### config.mk
export PLATFORM = sky130hd
export DESIGN_NAME = vga_timing
export DESIGN_NICKNAME = d
export VERILOG_FILES = /design/src/rtl/variable_pkg.sv /design/src/rtl/vga_timing.sv
export SDC_FILE = /design/constraint.sdc
export NUM_CORES = 1
export LEC_CHECK = 0
export BUFFER_PORTS_ARGS = -buffer_cell sky130_fd_sc_hd__buf_2
export CORE_UTILIZATION = 55
export CTS_CLUSTER_DIAMETER = 200
export CTS_CLUSTER_SIZE = 28
export DETAILED_ROUTE_END_ITERATION = 8
export GPL_TIMING_DRIVEN = 1
export PLACE_DENSITY_LB_ADDON = 0.08
export SKIP_LAST_GASP = 1
export SYNTH_ARGS = -nofsm -noshare
export SYNTH_HDL_FRONTEND = slang
export SYNTH_SLANG_ARGS = --single-unit
### constraint.sdc
create_clock -name clk -period 6.2 [get_ports clk]
set_input_delay 0.31 -clock clk [delete_from_list [all_inputs] [get_ports clk]]
set_output_delay 0.31 -clock clk [all_outputs]
set_load 0.01 [all_outputs]
### src/rtl/variable_pkg.sv
// Shared video timing constants for the 800x600@60 raster (40 MHz pixel clock),
// the vga_timing_t bundle that downstream draw stages pass between themselves,
// and a small inclusive range-compare helper.
package variable_pkg;

    localparam int CNT_W = 11;

    typedef logic [CNT_W-1:0] cnt_t;

    // Horizontal timing, in pixel clocks from the start of the line.
    localparam cnt_t HOR_BLANK_START = 11'd800;
    localparam cnt_t HOR_SYNC_START  = 11'd840;
    localparam cnt_t HOR_SYNC_END    = 11'd967;
    localparam cnt_t HOR_BLANK_END   = 11'd1055;

    // Vertical timing, in lines from the start of the frame.
    localparam cnt_t VER_BLANK_START = 11'd600;
    localparam cnt_t VER_SYNC_START  = 11'd601;
    localparam cnt_t VER_SYNC_END    = 11'd604;
    localparam cnt_t VER_BLANK_END   = 11'd627;

    localparam int H_TOTAL = int'(HOR_BLANK_END) + 1;
    localparam int V_TOTAL = int'(VER_BLANK_END) + 1;

    typedef struct packed {
        cnt_t vcount;
        logic vsync;
        logic vblnk;
        cnt_t hcount;
        logic hsync;
        logic hblnk;
    } vga_timing_t;

    function automatic logic in_range(input cnt_t val, input cnt_t lo, input cnt_t hi);
        return (val >= lo) && (val <= hi);
    endfunction

endpackage

### src/rtl/vga_timing.sv
// 800x600@60 raster timing generator. Counters, flags and strobes are all
// registered; flags are derived from the next counter values so every output
// describes the same pixel in the same cycle.
// Optional: define VGA_TIMING_FRAME_CNT_EN to add a 16-bit wrapping frame counter.
module vga_timing
    import variable_pkg::*;
(
    input  logic             clk,
    input  logic             rst_n,
    input  logic             en,
    output logic [CNT_W-1:0] hcount,
    output logic [CNT_W-1:0] vcount,
    output logic             hsync,
    output logic             vsync,
    output logic             hblnk,
    output logic             vblnk,
    output logic             line_start,
`ifdef VGA_TIMING_FRAME_CNT_EN
    output logic [15:0]      frame_cnt,
`endif
    output logic             frame_start
);

    logic [CNT_W-1:0] h_nxt;
    logic [CNT_W-1:0] v_nxt;
    logic             origin_nxt;

    // Next raster position: advance the column, wrap into the next line/frame.
    always_comb begin
        h_nxt = hcount + 1'b1;
        v_nxt = vcount;
        if (hcount == HOR_BLANK_END) begin
            h_nxt = '0;
            v_nxt = (vcount == VER_BLANK_END) ? '0 : vcount + 1'b1;
        end
    end

    assign origin_nxt = (h_nxt == '0) && (v_nxt == '0);

    // Horizontal counter.
    always_ff @(posedge clk or negedge rst_n) begin
        if (!rst_n)  hcount <= '0;
        else if (en) hcount <= h_nxt;
    end

    // Vertical counter.
    always_ff @(posedge clk or negedge rst_n) begin
        if (!rst_n)  vcount <= '0;
        else if (en) vcount <= v_nxt;
    end

    // Sync/blank flags and strobes; reset state describes pixel (0,0).
    always_ff @(posedge clk or negedge rst_n) begin
        if (!rst_n) begin
            hsync       <= 1'b0;
            vsync       <= 1'b0;
            hblnk       <= 1'b0;
            vblnk       <= 1'b0;
            line_start  <= 1'b1;
            frame_start <= 1'b1;
        end else if (en) begin
            hsync       <= in_range(h_nxt, HOR_SYNC_START, HOR_SYNC_END);
            vsync       <= in_range(v_nxt, VER_SYNC_START, VER_SYNC_END);
            hblnk       <= in_range(h_nxt, HOR_BLANK_START, HOR_BLANK_END);
            vblnk       <= in_range(v_nxt, VER_BLANK_START, VER_BLANK_END);
            line_start  <= (h_nxt == '0);
            frame_start <= origin_nxt;
        end
    end

`ifdef VGA_TIMING_FRAME_CNT_EN
    // Frame counter: counts entries into pixel (0,0), wrapping at 16 bits.
    always_ff @(posedge clk or negedge rst_n) begin
        if (!rst_n)                 frame_cnt <= '0;
        else if (en && origin_nxt)  frame_cnt <= frame_cnt + 1'b1;
    end
`endif

endmodule

# Word-level counts from Yosys, hierarchy flattened
# Cells that the tools add are included.
# word_totals
reg_bits	28
in_bits	3
out_inout_bits	28
word_cells	30
# op_classes
n_addsub	2
n_lt_le_gt_ge	8
eq_ne	2
mux	3
reduce_logical	7
# op_table
op	count
$ge A11 B10 Y1 const B	4
$le A11 B10 Y1 const B	3
$mux W11	3
$add A11 B1 Y11 const B	2
$logic_not A11 Y1	2
$eq A11 B10 Y1 const B	1
$eq A11 B11 Y1 const B	1
$le A11 B11 Y1 const B	1
$logic_and A1 B1 Y1	5

# Logic depth before layout (Yosys ltp)
# logic_depth
word_depth	5
depth_mapped	11
mapped_depth_nobuf	8

# Worst setup path after synthesis
# Ideal clock, no wire load.
# synth_path
path_type	register -> register
startpoint	reg hcount[1]
endpoint	reg vblnk
setup_ns	0.121
t_arrival_ns	2.528
required_ns	6.079
path_slack_ns	3.551
path_stages_with_launch	11
path_buffers	3
synth_period_minus_slack_ns	2.649
path_cell_list	dfrtp_1 > ha_1 > clkbuf_8 > nand4_2 > or3_1 > buf_6 > buf_6 > o31a_1 > a2111oi_2 > o22ai_1 > a22o_1
# synth_via
elab_chain_len	4
elab_cells_between_ends	5
classes_between	order compare (2); eq/ne (1); mux (1); reduce/logical (1)
# synth_rtl
item	line_no	rtl
start: declaration	vga_timing.sv:11	output logic [CNT_W-1:0] hcount,
start signal: assignment	vga_timing.sv:43	else if (en) hcount <= h_nxt;
$eq A11 B11 Y1 *	vga_timing.sv:32	if (hcount == HOR_BLANK_END) begin
$mux W11 *	vga_timing.sv:32	
$ge A11 B10 Y1 or $le A11 B10 Y1 (tied branches)	variable_pkg.sv:35	return (val >= lo) && (val <= hi);
$logic_and A1 B1 Y1 *	variable_pkg.sv:35	
end signal: assignment	vga_timing.sv:65	vblnk <= in_range(v_nxt, VER_BLANK_START, VER_BLANK_END);
end: declaration	vga_timing.sv:16	output logic vblnk,
# Mark *: on every way between the ends. The rest lies on a longest branch, timed or not.
# A chain may end at the register's enable or synchronous reset.

# Worst setup path after layout
# Same ends and word-level chain as after synthesis.

==> metrics.md <==
| Metric | Value |
|---|---|
| Cell Pwr Density | 226.8 mW/mm2 |
| Worst-path clk slew | 0.10 ns |
| CTS buffer count | 3 |
| I/O pin count | 31 |
| CP Data Required Time | 6.37 ns |
| Vias post-DR | 1938 |
| Max Slew Vio Count | 0 |
| Compound-cell area share of the yosys netlist | 0.1894 |
| Post-Route Setup TNS | 0 ns |
| Area share of xor/xnor cells in the synthesized design | 0.07799 |
| CTS Buffer Depth | 2 |
| Post-Syn Area | 0.002246 mm2 |
| Largest net degree at the start of global routing | 33 |
| All-layer global routing usage | 0.2546 |
| Crit-path max FO | 15 |
| 1st-iter DRT viols | 166 |
| GRT overflow | 0 |
| Vias in the first global route | 1718 |
| Gpl congestion | 0.9820 |
| Initial Util | 0.5912 |
| Pre-CTS setup slack | 3.148 ns |
| Period utilisation layout | 0.4992 |
| Slew headroom | 0.4523 |
| H-tree depth | 1 |
| Antenna-violating nets left | 0 |
| # hold bufs at CTS | 0 |
| Post-Synth Adder-Cell Area | 0.01671 |
| DIE WIDTH | 65.90 um |
| Synthesis warning total | 0 |
| CTS Sinks | 28 |
| Status | completed |
| # setup viols final | 0 |
| Placed inst area | 0.002281 mm2 |
| Fmax | 0.3231 GHz |
| Commonest cells after routing, fill and taps aside | buf_2 (30), dfrtp_1 (26), nand2_1 (23) |
| RSZ-0062 raised after global routing | false |
| Mapped Cells | 259 |
| Final instance area | 0.002336 mm2 |
| Worst-Skew Late Latency | 0.27 ns |
| Final hold violations | 0 |
| Nets | 277 |
| Worst-case reg-to-reg path depth | 8 |
| Initial antenna violation count | 0 |
| Simple-gate portion of the synthesized area | 0.2936 |
| Reg-to-reg endpoint | vblnk |
| PortBufs | 30 |
| Worst setup margin | 3.105 ns |
| Global-route wire length before repair | 8.583 mm |
| CTS tree | done |
| VDD IR-drop max | 0.1288 mV |
| Syn_nets | 265 |
| TritonRoute pass-1 iters | 5 |
| Number of max-cap violations | 0 |
| Post-synthesis sequential area ratio | 0.3131 |
| Synth Register Bits | 28 |
| Actual slew at the worst max-slew pin | 0.8171 ns |
| Share of layout cells above drive strength 1 | 0.2148 |
| Post-layout min period | 3.095 ns |
| Critical Path AT | 3.27 ns |
| Worst hold-check path type | in2async |
| CP Class | reg2reg |
| Die area | 0.004343 mm2 |
| Diode count | 0 |
| Final WL | 5.001 mm |
| PostCTS Resize Cnt | 0 |
| Reg-to-reg slack, setup | 3.11 ns |
| Area Growth Syn to Fin | 4.011% |
| Crit end category | flop |
| Hold slack | 0.03676 ns |
| Most common cell after layout, fill and taps aside | buf_2 |
| Leakage power | 0.9400 nW |
| Core area | 0.003799 mm2 |
| DRC errors left | 0 |
| Syn avg cell area | 8.671 um2 |
| Setup bufs post-CTS | 0 |
| Fin util | 0.6150 |
| Count of cell types in the netlist | 66 |
| Row cnt | 22 |
| Via density | 6.094 |
| CTS root buffer | clkbuf_8 |
| Multiplexer share of the synthesized area | 0.01448 |
| FF-to-FF Start | hcount[1] |
| Most used DFF post-synth | dfrtp_1 |
| DR WL/cell | 15.73 um |
| Ys async rst share | 1.000 |
| Die Height | 65.90 um |
| Half-perimeter wire length after placement | 3.604 mm |
| Final Skew | 0.003813 ns |
| Count of flip-flops with a built-in enable after synthesis | 0 |
| Fillers | 351 |
| Critical path launch point type | flop |
| Largest family of logic cells by synthesized area | simple AND/OR/NAND/NOR gates |
-- worst max path at each step --
stage / from / cells after the start / slack (ns) / endpoint
2_1_floorplan: hcount[1] / 10 / 3.55 / vblnk
3_3_place_gp: hcount[1] / 8 / 3.23 / vblnk
3_5_place_dp: hcount[1] / 8 / 3.15 / vblnk
4_1_cts: hcount[1] / 8 / 3.12 / vblnk
5_1_grt: hcount[1] / 8 / 2.73 / vblnk
6_report: hcount[1] / 8 / 3.11 / vblnk
-- critical path, cell delays in order, from the launching register on --
cell and delay, ns:
dfrtp_1 0.44, ha_1 0.37, nand4_2 0.27, nor3_2 0.75, o21ai_0 0.27, a21oi_2 0.30
a21oi_1 0.10, o31a_1 0.29, a22o_1 0.19
-- registers in the layout, summed over array words and instances (netlist names) --
signal       flops
frame_start      1
hsync            1
vblnk            1
hcount          11
vsync            1
hblnk            1
line_start       1
vcount          11
-- cell families after synthesis --
group                    Yosys count
AO/OA/AOI/OAI                     62
XOR/XNOR                          20
adder cells (fa/ha/maj)            3
buffers and inverters             33
flip-flops                        28
multiplexers                       3
AND/OR/NAND/NOR                  110
-- cell type report --
| class | count | area, um2 | area share |
|---|---|---|---|
| multi-input combinational | 198 | 1330 | 0.5694 |
| sequential | 28 | 703.2 | 0.3010 |
| timing repair buffer | 30 | 150.1 | 0.06427 |
| tap | 48 | 60.06 | 0.02571 |
| clock buffer | 4 | 55.05 | 0.02357 |
| inverter | 10 | 37.54 | 0.01607 |
-- stage by stage --
step           total power, mW  cells
4_1_cts                 0.5333    318
2_1_floorplan           0.3885    259
5_1_grt                 0.5697    318
3_3_place_gp            0.4157    314
3_5_place_dp            0.4170    314
6_report                0.5297    318
-- per-layer routing --
layer / vias up / GRT usage / wire [um]
li1: 971 / - / -
met1: 903 / 0.4151 / 2680
met2: 60 / 0.3520 / 2034
met3: 4 / 0.02759 / 258
met4: 0 / 0.04891 / 27
met5: - / 0 / 0
-- report_power, final --
part           switching [mW]  internal (mW)  total [mW]
sequential             0.0532          0.204       0.257
clock                  0.0574         0.0569       0.114
combinational          0.0855         0.0727       0.158
total                   0.196          0.334       0.530
-- synth_stat cells (2+ instances only) --
library cell	count	share of area
ha_1	3	0.017
xnor2_1	14	0.055
nor2_1	12	0.020
dfstp_2	2	0.023
nand3_1	16	0.036
nand4b_1	5	0.019
clkbuf_8	5	0.031
and4_1	4	0.016
and3_1	5	0.014
o21ai_0	21	0.047
nor4_1	2	0.0056
mux2_2	2	0.010
buf_6	4	0.020
o32ai_1	2	0.0078
buf_4	2	0.0067
nand2_1	23	0.038
nor4_2	2	0.011
o31a_1	4	0.016
nand3b_1	2	0.0067
inv_1	10	0.017
nand4_1	5	0.014
o22ai_1	4	0.011
o21a_1	3	0.010
clkbuf_1	11	0.018
a21o_2	2	0.0078
dfrtp_1	26	0.29
xor2_1	6	0.023
or3_1	3	0.0084
nor3_1	11	0.025
a21oi_1	9	0.020
or2_2	2	0.0056
nand2b_1	3	0.0084
(Power assumes the default switching activity.)
